$ cat src/rtl/data_mem_ctrl.sv
// ============================================================================
// Module      : data_mem_ctrl
// Description : Load/store unit that serialises B/H/W accesses onto an 8-bit
//               SRAM port, with alignment/funct3 checking and load extension.
// Revision    : 1.0 - initial release
// ============================================================================
`default_nettype none

module data_mem_ctrl (
    input  logic        clk,
    input  logic        rst_n,
    input  logic        mem_read,
    input  logic        mem_write,
    input  logic [2:0]  funct3,
    input  logic [31:0] addr,
    input  logic [31:0] wdata,
    output logic [31:0] rdata,
    output logic        stall,
    output logic        done,
    output logic        err,
    output logic        sram_en,
    output logic        sram_we,
    output logic [31:0] sram_addr,
    output logic [7:0]  sram_wdata,
    input  logic [7:0]  sram_rdata
);

    typedef enum logic [1:0] {
        S_IDLE   = 2'd0,
        S_ACCESS = 2'd1,
        S_RWAIT  = 2'd2,
        S_DONE   = 2'd3
    } state_t;

    state_t      r_state;
    state_t      w_next;
    logic [31:0] r_addr;
    logic [31:0] r_wdata;
    logic [31:0] r_buf;
    logic [31:0] r_rdata;
    logic [2:0]  r_f3;
    logic        r_we;
    logic        r_err;
    logic [1:0]  r_beat;

    logic        w_req;
    logic        w_req_err;
    logic [1:0]  w_last_beat;
    logic        w_last;
    logic [1:0]  w_lane;
    logic [31:0] w_merged;
    logic [31:0] w_ext;
    logic [31:0] w_wshift;

    assign w_req = mem_read | mem_write;

    // Stores take priority, so the store rules apply whenever mem_write is set
    always_comb begin
        w_req_err = 1'b0;
        if (mem_write) begin
            w_req_err = funct3[2]
                      | ((funct3[1:0] == 2'b01) & addr[0])
                      | ((funct3[1:0] == 2'b10) & (|addr[1:0]));
        end else begin
            w_req_err = (funct3[1:0] == 2'b11)
                      | (funct3 == 3'b110)
                      | ((funct3[1:0] == 2'b01) & addr[0])
                      | ((funct3 == 3'b010) & (|addr[1:0]));
        end
    end

    always_comb begin
        case (r_f3[1:0])
            2'b00:   w_last_beat = 2'd0;
            2'b01:   w_last_beat = 2'd1;
            default: w_last_beat = 2'd3;
        endcase
    end

    assign w_last = (r_beat == w_last_beat);

    always_ff @(posedge clk or negedge rst_n) begin
        if (!rst_n) begin
            r_state <= S_IDLE;
        end else begin
            r_state <= w_next;
        end
    end

    always_comb begin
        w_next  = r_state;
        stall   = 1'b0;
        done    = 1'b0;
        sram_en = 1'b0;
        case (r_state)
            S_IDLE: begin
                if (w_req) begin
                    stall  = 1'b1;
                    w_next = w_req_err ? S_DONE : S_ACCESS;
                end
            end
            S_ACCESS: begin
                stall   = 1'b1;
                sram_en = 1'b1;
                if (w_last) begin
                    w_next = r_we ? S_DONE : S_RWAIT;
                end
            end
            S_RWAIT: begin
                stall  = 1'b1;
                w_next = S_DONE;
            end
            default: begin
                done   = 1'b1;
                w_next = S_IDLE;
            end
        endcase
    end

    assign sram_we    = sram_en & r_we;
    assign err        = done & r_err;
    assign sram_addr  = r_addr + {30'd0, r_beat};
    assign w_wshift   = r_wdata >> {r_beat, 3'b000};
    assign sram_wdata = w_wshift[7:0];
    assign rdata      = r_rdata;

    // Read data lags the strobe by one cycle, so the lane being filled trails the beat
    assign w_lane = (r_state == S_RWAIT) ? r_beat : (r_beat - 2'd1);

    always_comb begin
        w_merged = r_buf;
        w_merged[{w_lane, 3'b000} +: 8] = sram_rdata;
    end

    always_comb begin
        case (r_f3)
            3'b000:  w_ext = {{24{w_merged[7]}}, w_merged[7:0]};
            3'b001:  w_ext = {{16{w_merged[15]}}, w_merged[15:0]};
            3'b100:  w_ext = {24'd0, w_merged[7:0]};
            3'b101:  w_ext = {16'd0, w_merged[15:0]};
            default: w_ext = w_merged;
        endcase
    end

    always_ff @(posedge clk or negedge rst_n) begin
        if (!rst_n) begin
            r_addr  <= 32'd0;
            r_wdata <= 32'd0;
            r_buf   <= 32'd0;
            r_rdata <= 32'd0;
            r_f3    <= 3'd0;
            r_we    <= 1'b0;
            r_err   <= 1'b0;
            r_beat  <= 2'd0;
        end else begin
            case (r_state)
                S_IDLE: begin
                    if (w_req) begin
                        r_addr  <= addr;
                        r_wdata <= wdata;
                        r_f3    <= funct3;
                        r_we    <= mem_write;
                        r_err   <= w_req_err;
                        r_beat  <= 2'd0;
                        r_buf   <= 32'd0;
                        if (w_req_err) begin
                            r_rdata <= 32'd0;
                        end
                    end
                end
                S_ACCESS: begin
                    if (!r_we && (r_beat != 2'd0)) begin
                        r_buf <= w_merged;
                    end
                    if (!w_last) begin
                        r_beat <= r_beat + 2'd1;
                    end
                end
                S_RWAIT: begin
                    r_rdata <= w_ext;
                end
                default: begin
                end
            endcase
        end
    end

endmodule

`default_nettype wire

$ cat config.mk
export PLATFORM = sky130hd
export DESIGN_NAME = data_mem_ctrl
export DESIGN_NICKNAME = d
export VERILOG_FILES = /design/src/rtl/data_mem_ctrl.sv
export SDC_FILE = /design/constraint.sdc
export NUM_CORES = 1
export LEC_CHECK = 0
export ABC_AREA = 1
export BUFFER_PORTS_ARGS = -buffer_cell sky130_fd_sc_hd__buf_2
export CORE_MARGIN = 4
export CORE_UTILIZATION = 55
export DETAILED_ROUTE_END_ITERATION = 10
export HOLD_SLACK_MARGIN = 0.05
export PLACE_DENSITY = 0.8
export SYNTH_ARGS = -nofsm -noshare
export SYNTH_HDL_FRONTEND = slang
export SYNTH_SLANG_ARGS = --single-unit
$ cat constraint.sdc
create_clock -name clk -period 3.05 [get_ports clk]
set_clock_uncertainty 0.2 [all_clocks]
set_input_delay 0.305 -clock clk [delete_from_list [all_inputs] [get_ports clk]]
set_output_delay 0.305 -clock clk [all_outputs]
set_load 0.005 [all_outputs]
==> impl_table.tex, run 1 <==
\begin{tabular}{lr}
\hline
Metric & Value \\
\hline
\multicolumn{2}{l}{\textbf{Outcome}} \\
\quad Run status & finished clean \\
\multicolumn{2}{l}{\textbf{Detailed routing}} \\
\quad Detail-routed net length per standard cell & 16.0 um \\
\quad Number of optimization iterations in the first detailed-route pass & 6 \\
\quad Via density per instance & about 5.4 \\
\quad DR iter-0 viols & about 640 \\
\quad DRC violations left & 0 \\
\quad Antenna-violating nets left & 0 \\
\quad Final wirelength & 21800 um \\
\quad Via count & 7344 \\
\multicolumn{2}{l}{\textbf{Floorplan}} \\
\quad Die span in x & 123 um \\
\quad Cell Rows & 41 \\
\quad Floorplan core area & between 10000 and 15000 sq um \\
\quad Die area & 15100 sq um \\
\quad Die height & $\sim$120 um \\
\quad Starting Density & 57.0\% \\
\quad IO Pins & 156 \\
\multicolumn{2}{l}{\textbf{STA}} \\
\quad Clock period minus final worst setup slack & 2.93 ns \\
\quad Setup-violating endpoint count in the final report & 0 \\
\quad Max-slew headroom & about half \\
\quad Post-route fraction of the period consumed by the critical path & a little over nine tenths \\
\quad Transition at the pin with the smallest max-transition slack & 0.740 ns \\
\quad Count of final max-slew check failures & 0 \\
\quad Fin Setup TNS & 0 ns \\
\quad F\_max & 342 MHz \\
\quad RSZ-0062 raised after global routing & false \\
\quad Hold Vio Cnt, Final & 0 \\
\multicolumn{2}{l}{\textbf{Worst setup path}} \\
\quad Kind of end point of the critical path & primary output \\
\quad Arr. time, crit path & approximately 2.4 ns \\
\quad Setup CP Type & reg -> out \\
\quad Largest fanout of any net on the critical path & 11 \\
\quad Required time worst endpoint & between 2 and 3 ns \\
\quad Worst Setup Start Kind & flop \\
\multicolumn{2}{l}{\textbf{Global routing}} \\
\quad Global-route wire length before repair & 35200 um \\
\quad GRT Resource Usage Total & 29.7\% \\
\quad Aggregate global routing overflow & 0 \\
\quad Number of antenna violations at the first check in global routing & 0 \\
\quad Pin count of the biggest net entering global routing & 77 \\
\quad Via count of the first global-routing pass & 7194 \\
\multicolumn{2}{l}{\textbf{Placement}} \\
\quad Half-perimeter wire length after detailed placement & 13900 um \\
\quad Routability congestion estimate from global placement & a little over 0.9 \\
\quad Port Buffer Count & 155 \\
\quad Placed Cells incl. Taps & $\sim$1300 \\
\multicolumn{2}{l}{\textbf{Synth}} \\
\quad Largest cells by area after synthesis & dfrtp\_1, nand2\_1, o21ai\_0, inv\_1, nor2\_1 \\
\quad Post-Synthesis Cell Area & 7280 sq um \\
\quad Number of enable-type register cells in the synthesized netlist & 0 \\
\quad Syn Inst Count & 963 \\
\quad Yosys top cell by area & dfrtp\_1 \\
\quad Number of synthesized register bits & 137 \\
\quad Net count after synthesis & 1053 \\
\quad Share of async-settable or async-resettable flops after synthesis & 100\% \\
\quad Yosys warns & 0 \\
\quad Share of Yosys cell area claimed by the top area cell type & 47.1\% \\
\quad Most used flip-flop cell after synthesis & dfrtp\_1 \\
\quad Per-instance average area after synthesis & 7.56 sq um \\
\quad Number of distinct library cell variants in the gate-level netlist after synthesis & 35 \\
\quad Fraction of the yosys area taken by sequential cells & 47.1\% \\
\multicolumn{2}{l}{\textbf{Job}} \\
\quad Number of maximum-capacitance constraint violations & 0 \\
\multicolumn{2}{l}{\textbf{Clock network}} \\
\quad Register clock-pin slew on the reported worst setup and hold paths & 0.06 ns \\
\quad Number of levels in the clock H-tree & 4 \\
\quad CTS buffer count & 17 \\
\quad Clock tree root buffer cell & clkbuf\_16 \\
\quad Deepest clock path buffer count & 2 \\
\quad Clock tree from TritonCTS & done \\
\quad Clock sink count & approximately 140 \\
\quad Source-to-sink clock delay at the later pin of the worst-skew pair & 0.42 ns \\
\multicolumn{2}{l}{\textbf{Power and ir drop}} \\
\quad Total power per unit cell area & 1080 nW/um\^{}2 \\
\quad Share of total power consumed by net switching & 45.8\% \\
\quad Switching power total & 4.70 mW \\
\quad Fraction of power consumed by combinational cells & 49.4\% \\
\quad Standby leakage power & 4.94 nW \\
\quad Design internal power & 5.56 mW \\
\quad Clk pwr share & 19.6\% \\
\quad Part of the total power dissipated in sequential elements & 31.0\% \\
\quad Peak supply drop & 0.000664 V \\
\multicolumn{2}{l}{\textbf{Finish}} \\
\quad Number of standard cells in the final layout excluding fillers & 1364 \\
\quad Fin nets & 1270 \\
\quad Area added between synthesis and finish & 30.3\% \\
\quad Total inserted antenna cells & 0 \\
\quad Fraction of layout cells with a size suffix above 1 & 19.8\% \\
\multicolumn{2}{l}{\textbf{Hold path}} \\
\quad Path type of the worst min-delay path & in -> reg \\
\hline
\end{tabular}
[per-layer routing]
layer | GRT usage (%) | up-vias | wire length [um] | part of all wire (%)
met5 | 0 | - | 0 | 0
met2 | 49.7 | 372 | 10600 | 48
met4 | 11.6 | 0 | 698 | 3.2
li1 | - | 3490 | - | -
met1 | 37.6 | 3412 | 8950 | 41
met3 | 7.00 | 70 | 1640 | 7.5
[metrics by stage]
stage / hold slack [ns] / setup WS [ns] / area [sq um] / utilization [%] / total power, mW
after floorplan: -0.191 / 0.284 / 7280 / - / 6.44
after global placement: 0.166 / 0.398 / 8190 / 64.1 / 7.86
after detailed placement: 0.163 / 0.299 / 8190 / 64.1 / 7.99
after CTS: 0.0994 / 0.0230 / 9460 / 74.1 / 10.1
after global routing: 0.121 / 0.0241 / 9490 / 74.3 / 11.0
final: 0.116 / 0.122 / 9490 / 74.3 / 10.3
[worst max-delay path, stage by stage (launching register included)]
cell and delay [ns]:
dfrtp_1 0.38, buf_4 0.18, ha_1 0.28, nand2_1 0.08
a21oi_4 0.20, nand2_1 0.15, nor3_1 0.37, xor2_1 0.21
buf_2 0.14
[repair_timing]
item | in CTS | in global routing
hold endpoints to repair | 141 | 0
setup endpoints to repair | 4 | 5
setup buffers | 0 | 1
pin swaps | 0 | 0
hold buffers | 69 | 0
gates resized for setup | 4 | 3
[cell families after synthesis]
group,Yosys count,synth area share (%)
AOI/OAI and AO/OA,120,9.44
adders and majority gates,11,1.99
DFF,137,47.1
and+or+nand+nor,542,31.1
xor gates and xnor gates,28,3.37
buffers and inverters,125,6.96
[area by class of cell]
cell class / count / area [sq um]
Fill cell: 961 / 3290
Sequential cell: 137 / 3430
Clock inverter: 12 / 126
Timing Repair Buffer: 236 / 1580
Inverter: 87 / 327
Multi-Input combinational cell: 701 / 3370
Clock buffer: 19 / 443
Tap cell: 172 / 215
[cell usage in the layout, fill, tap and decap left out, types with 2 or more instances in the layout]
cell,instances
a21oi_1,3
a21oi_4,2
a22oi_1,8
and3_1,2
buf_2,154
buf_4,11
bufinv_16,2
clkbuf_16,17
clkinv_2,5
clkinv_4,2
clkinvlp_4,2
dfrtp_1,136
dlygate4sd3_1,69
ha_1,10
inv_1,79
inv_2,7
nand2_1,394
nand2_2,7
nand2_4,4
nand3_1,39
nand3_2,5
nand3_4,2
nand4_1,8
nor2_1,61
nor2_4,4
nor3_1,11
nor3_2,2
o21ai_0,68
o21ai_1,5
o22ai_1,32
or2_2,2
xnor2_1,8
xor2_1,20
[power groups by stage]
stage	Clock [mW]	Sequential, mW	Combinational, mW
after detailed placement	0	3.15	4.84
after floorplan	0	3.02	3.42
final	2.01	3.18	5.07
after CTS	2.02	3.14	4.96
after global placement	0	3.13	4.73
after global routing	2.11	3.25	5.67
[state kept, by name, summed over array words and instances, names as in the netlist]
signal and flops:
r_we 1, rdata 32, r_err 1, r_addr 32
r_beat 2, r_state 2, r_wdata 32, r_f3 3
r_buf 32
[cell usage after synthesis, types with 2 or more instances]
cell,instances
nand2_1,394
dfrtp_1,137
inv_1,79
o21ai_0,68
nor2_1,62
nand3_1,39
o22ai_1,32
buf_2,21
xor2_1,20
clkbuf_1,15
nor3_1,11
ha_1,10
a22oi_1,8
nand4_1,8
xnor2_1,8
inv_2,7
nand2_2,7
nand3_2,5
o21ai_1,5
a21oi_1,4
nand2_4,4
and3_1,2
nand3_4,2
nor2_4,2
nor3_2,2
or2_2,2
[worst paths after layout]
kind,from,slack (ns),cells past startpoint,to
max,r_beat[1]$_DFFE_PN0P_,0.12,8,sram_addr[23]
min,mem_read,0.12,4,r_we$_DFFE_PN0P_
max reg2reg,r_state[0]$_DFFE_PN0P_,0.28,15,rdata[10]$_DFFE_PN0P_
min reg2reg,rdata[25]$_DFFE_PN0P_,0.27,2,rdata[25]$_DFFE_PN0P_
max in group asynchronous,rst_n,1.60,3,r_beat[0]$_DFFE_PN0P_
min in group asynchronous,rst_n,0.26,2,rdata[2]$_DFFE_PN0P_
(Power assumes the default switching activity.)
==> run 2, diff against run 1 <==
--- a/config.mk
+++ b/config.mk
@@ -8,10 +8,10 @@
 export ABC_AREA = 1
 export BUFFER_PORTS_ARGS = -buffer_cell sky130_fd_sc_hd__buf_2
 export CORE_MARGIN = 4
-export CORE_UTILIZATION = 55
+export CORE_UTILIZATION = 46
 export DETAILED_ROUTE_END_ITERATION = 10
 export HOLD_SLACK_MARGIN = 0.05
-export PLACE_DENSITY = 0.8
+export PLACE_DENSITY = 0.77
 export SYNTH_ARGS = -nofsm -noshare
 export SYNTH_HDL_FRONTEND = slang
 export SYNTH_SLANG_ARGS = --single-unit
==> run 2 against run 1 <==
Effect of this change: first-iteration DRC count down 23%; via count down 2.9%; die area is 18% higher; sequential power about the same; sequential share of layout area down 0.29 points; core utilization shrank 12 points; maximum frequency increased by 1.1%; largest power group unchanged; largest cell class unchanged; register-to-register slack worse by 0.02 ns; highest routed layer unchanged; clock-buffer cell count is 2 higher; final area grew 0.82%.
==> impl_table.tex, run 2 (synthesis gave the netlist of run 1 again) <==
\begin{tabular}{lr}
\hline
Metric & Value \\
\hline
\multicolumn{2}{l}{\textbf{Power and ir drop}} \\
\quad Total power per unit cell area & between 1000 and 1500 nW/um\^{}2 \\
\quad Standby leakage power & about 5.0 nW \\
\quad Peak supply drop & 0.000801 V \\
\multicolumn{2}{l}{\textbf{Detailed routing}} \\
\quad Final wirelength & 21500 um \\
\quad Number of optimization iterations in the first detailed-route pass & 5 \\
\quad Via density per instance & 5.09 \\
\quad Via count & 7131 \\
\quad Antenna-violating nets left & 0 \\
\quad DR iter-0 viols & 496 \\
\quad Detail-routed net length per standard cell & approximately 15 um \\
\quad DRC violations left & 0 \\
\multicolumn{2}{l}{\textbf{Worst setup path}} \\
\quad Cell with the most instances on the worst path & nand2\_1 \\
\quad Setup CP Type & reg -> out \\
\quad Crit path cell chain & buf\_4 > ha\_1 > nand2\_1 > a21oi\_4 > nand2\_1 > nor2\_1 > nand2\_1 > xor2\_1 > buf\_2 \\
\quad Number of buffer and inverter instances along the worst setup path & 2 \\
\quad Crit-path leading delay family & simple AND/OR/NAND/NOR gates \\
\quad Reg-to-reg setup timing slack & 0.26 ns \\
\quad R2r startpoint & r\_state[0]\$\_DFFE\_PN0P\_ \\
\quad Worst Setup Start Kind & flop \\
\quad Critical path's slowest cell & dfrtp\_1 \\
\quad Worst Setup SP & r\_beat[1]\$\_DFFE\_PN0P\_ \\
\quad Required time worst endpoint & 2.54 ns \\
\quad Kind of end point of the critical path & primary output \\
\quad Largest fanout of any net on the critical path & 11 \\
\quad Arr. time, crit path & about 2.4 ns \\
\quad CP max stage delay & 0.39 ns \\
\multicolumn{2}{l}{\textbf{Floorplan}} \\
\quad Cell Rows & 45 \\
\quad Die area & 17900 sq um \\
\quad IO Pins & about 160 \\
\quad Floorplan core area & approximately 15000 sq um \\
\quad Starting Density & 47.4\% \\
\quad Die span in x & $\sim$130 um \\
\quad Die height & 134 um \\
\multicolumn{2}{l}{\textbf{Placement}} \\
\quad Port Buffer Count & 155 \\
\quad Routability congestion estimate from global placement & 0.915 \\
\quad Cell area after placement & 8240 sq um \\
\quad Placed Cells incl. Taps & 1302 \\
\quad Half-perimeter wire length after detailed placement & 13800 um \\
\multicolumn{2}{l}{\textbf{STA}} \\
\quad Setup-violating endpoint count in the final report & 0 \\
\quad Hold Vio Cnt, Final & 0 \\
\quad Post-route fraction of the period consumed by the critical path & 95.0\% \\
\quad RSZ-0062 raised after global routing & false \\
\quad F\_max & 345 MHz \\
\quad Fin Setup TNS & 0 ns \\
\quad Transition at the pin with the smallest max-transition slack & 0.730 ns \\
\quad Max-slew headroom & 51.3\% \\
\quad Clock period minus final worst setup slack & 2.90 ns \\
\quad Count of final max-slew check failures & 0 \\
\quad Worst Hold Margin & 0.0907 ns \\
\multicolumn{2}{l}{\textbf{Finish}} \\
\quad Fin nets & approximately 1300 \\
\quad Number of standard cells in the final layout excluding fillers & around 1400 \\
\quad Area occupied by multi-input gates & 3370 sq um \\
\quad Area added between synthesis and finish & 31.4\% \\
\quad Fraction of layout cells with a size suffix above 1 & 19.6\% \\
\quad Leading cell types in the layout, fill and taps excluded & nand2\_1, buf\_2, dfrtp\_1, inv\_1, dlygate4sd3\_1 \\
\quad Commonest non-fill, non-tap cell in the layout & nand2\_1 \\
\quad Final std cell area, no fill & approximately 9600 sq um \\
\quad Total area of sequential cells & 3430 sq um \\
\quad Layout fillers & 1340 \\
\multicolumn{2}{l}{\textbf{Clock network}} \\
\quad Number of levels in the clock H-tree & 4 \\
\quad CTS buffer count & 17 \\
\quad Clock sink count & 137 \\
\quad Deepest clock path buffer count & 2 \\
\quad Register clock-pin slew on the reported worst setup and hold paths & 0.06 ns \\
\quad Source-to-sink clock delay at the later pin of the worst-skew pair & between 0.4 and 0.5 ns \\
\quad Clock tree root buffer cell & clkbuf\_16 \\
\quad Clock tree from TritonCTS & done \\
\quad \# Post-CTS Setup Buffers & 0 \\
\multicolumn{2}{l}{\textbf{Global routing}} \\
\quad Via count of the first global-routing pass & 7014 \\
\quad Global-route wire length before repair & 35200 um \\
\quad GRT Resource Usage Total & 24.5\% \\
\quad Pin count of the biggest net entering global routing & 77 \\
\quad Number of antenna violations at the first check in global routing & 0 \\
\quad Aggregate global routing overflow & 0 \\
\multicolumn{2}{l}{\textbf{Job}} \\
\quad Number of maximum-capacitance constraint violations & 0 \\
\multicolumn{2}{l}{\textbf{Hold path}} \\
\quad Path type of the worst min-delay path & in -> reg \\
\quad Worst hold path startpoint & mem\_read \\
\multicolumn{2}{l}{\textbf{Outcome}} \\
\quad Run status & finished clean \\
\hline
\end{tabular}
[run 2: changes by cell type in the layout (fill, tap and decap cells not counted), sizes merged]
cell | before | now
bufinv | 2 | 4
buf | 167 | 166
diode | 0 | 1
clkinvlp | 2 | 1
clkinv | 8 | 5
clkbuf | 19 | 21
inv | 87 | 86
[run 2: worst paths after layout]
check	endpoint	cells past startpoint
min in group asynchronous	rdata[6]$_DFFE_PN0P_	2
max	sram_addr[31]	9
min reg2reg	rdata[17]$_DFFE_PN0P_	2
min	r_addr[28]$_DFFE_PN0P_	4
max in group asynchronous	r_buf[22]$_DFFE_PN0P_	3
max reg2reg	rdata[13]$_DFFE_PN0P_	15
[run 2: metrics by stage]
stage / setup WS (ns) / power, mW / util, %
final: 0.153 / 10.3 / 62.2
after global routing: 0.000744 / 11.1 / 62.2
after CTS: 0.0694 / 10.3 / 62.1
after detailed placement: 0.272 / 7.96 / 53.6
after global placement: 0.347 / 7.86 / 53.6
after floorplan: 0.284 / 6.44 / -
[run 2: repair_timing]
item	CTS	global route
hold endpoints to repair	129	0
gates resized for setup	3	3
hold buffers	69	0
setup endpoints to repair	5	7
pin swaps	1	0
[run 2: layer usage]
metal	wire length [um]	track usage (%)	share of wire (%)
met5	0	0	0
met4	357	6.57	1.7
met3	1710	6.56	8.0
met2	10400	40.0	48
met1	9060	32.5	42
[run 2: power by group]
| part | internal (mW) | leakage, nW | total, mW | switching, mW |
|---|---|---|---|---|
| combinational | 1.74 | 2.88 | 4.95 | 3.21 |
| clock | 1.40 | 0.299 | 2.16 | 0.763 |
| sequential | 2.58 | 1.77 | 3.16 | 0.583 |
[run 2: area by class of cell]
type                       instances  area share (%)
timing repair buffer             235            16.4
clock buffer                      21            4.81
antenna                            1          0.0262
multi-input combinational        701            35.2
inverter                          87            3.41
clock inverter                     9            1.54
tap                              211            2.76
sequential                       137            35.9
[run 2: worst min-delay path: stages]
cell and delay, ns:
buf_2 0.12, o21ai_4 0.12, nand2_1 0.08, nand2_1 0.05
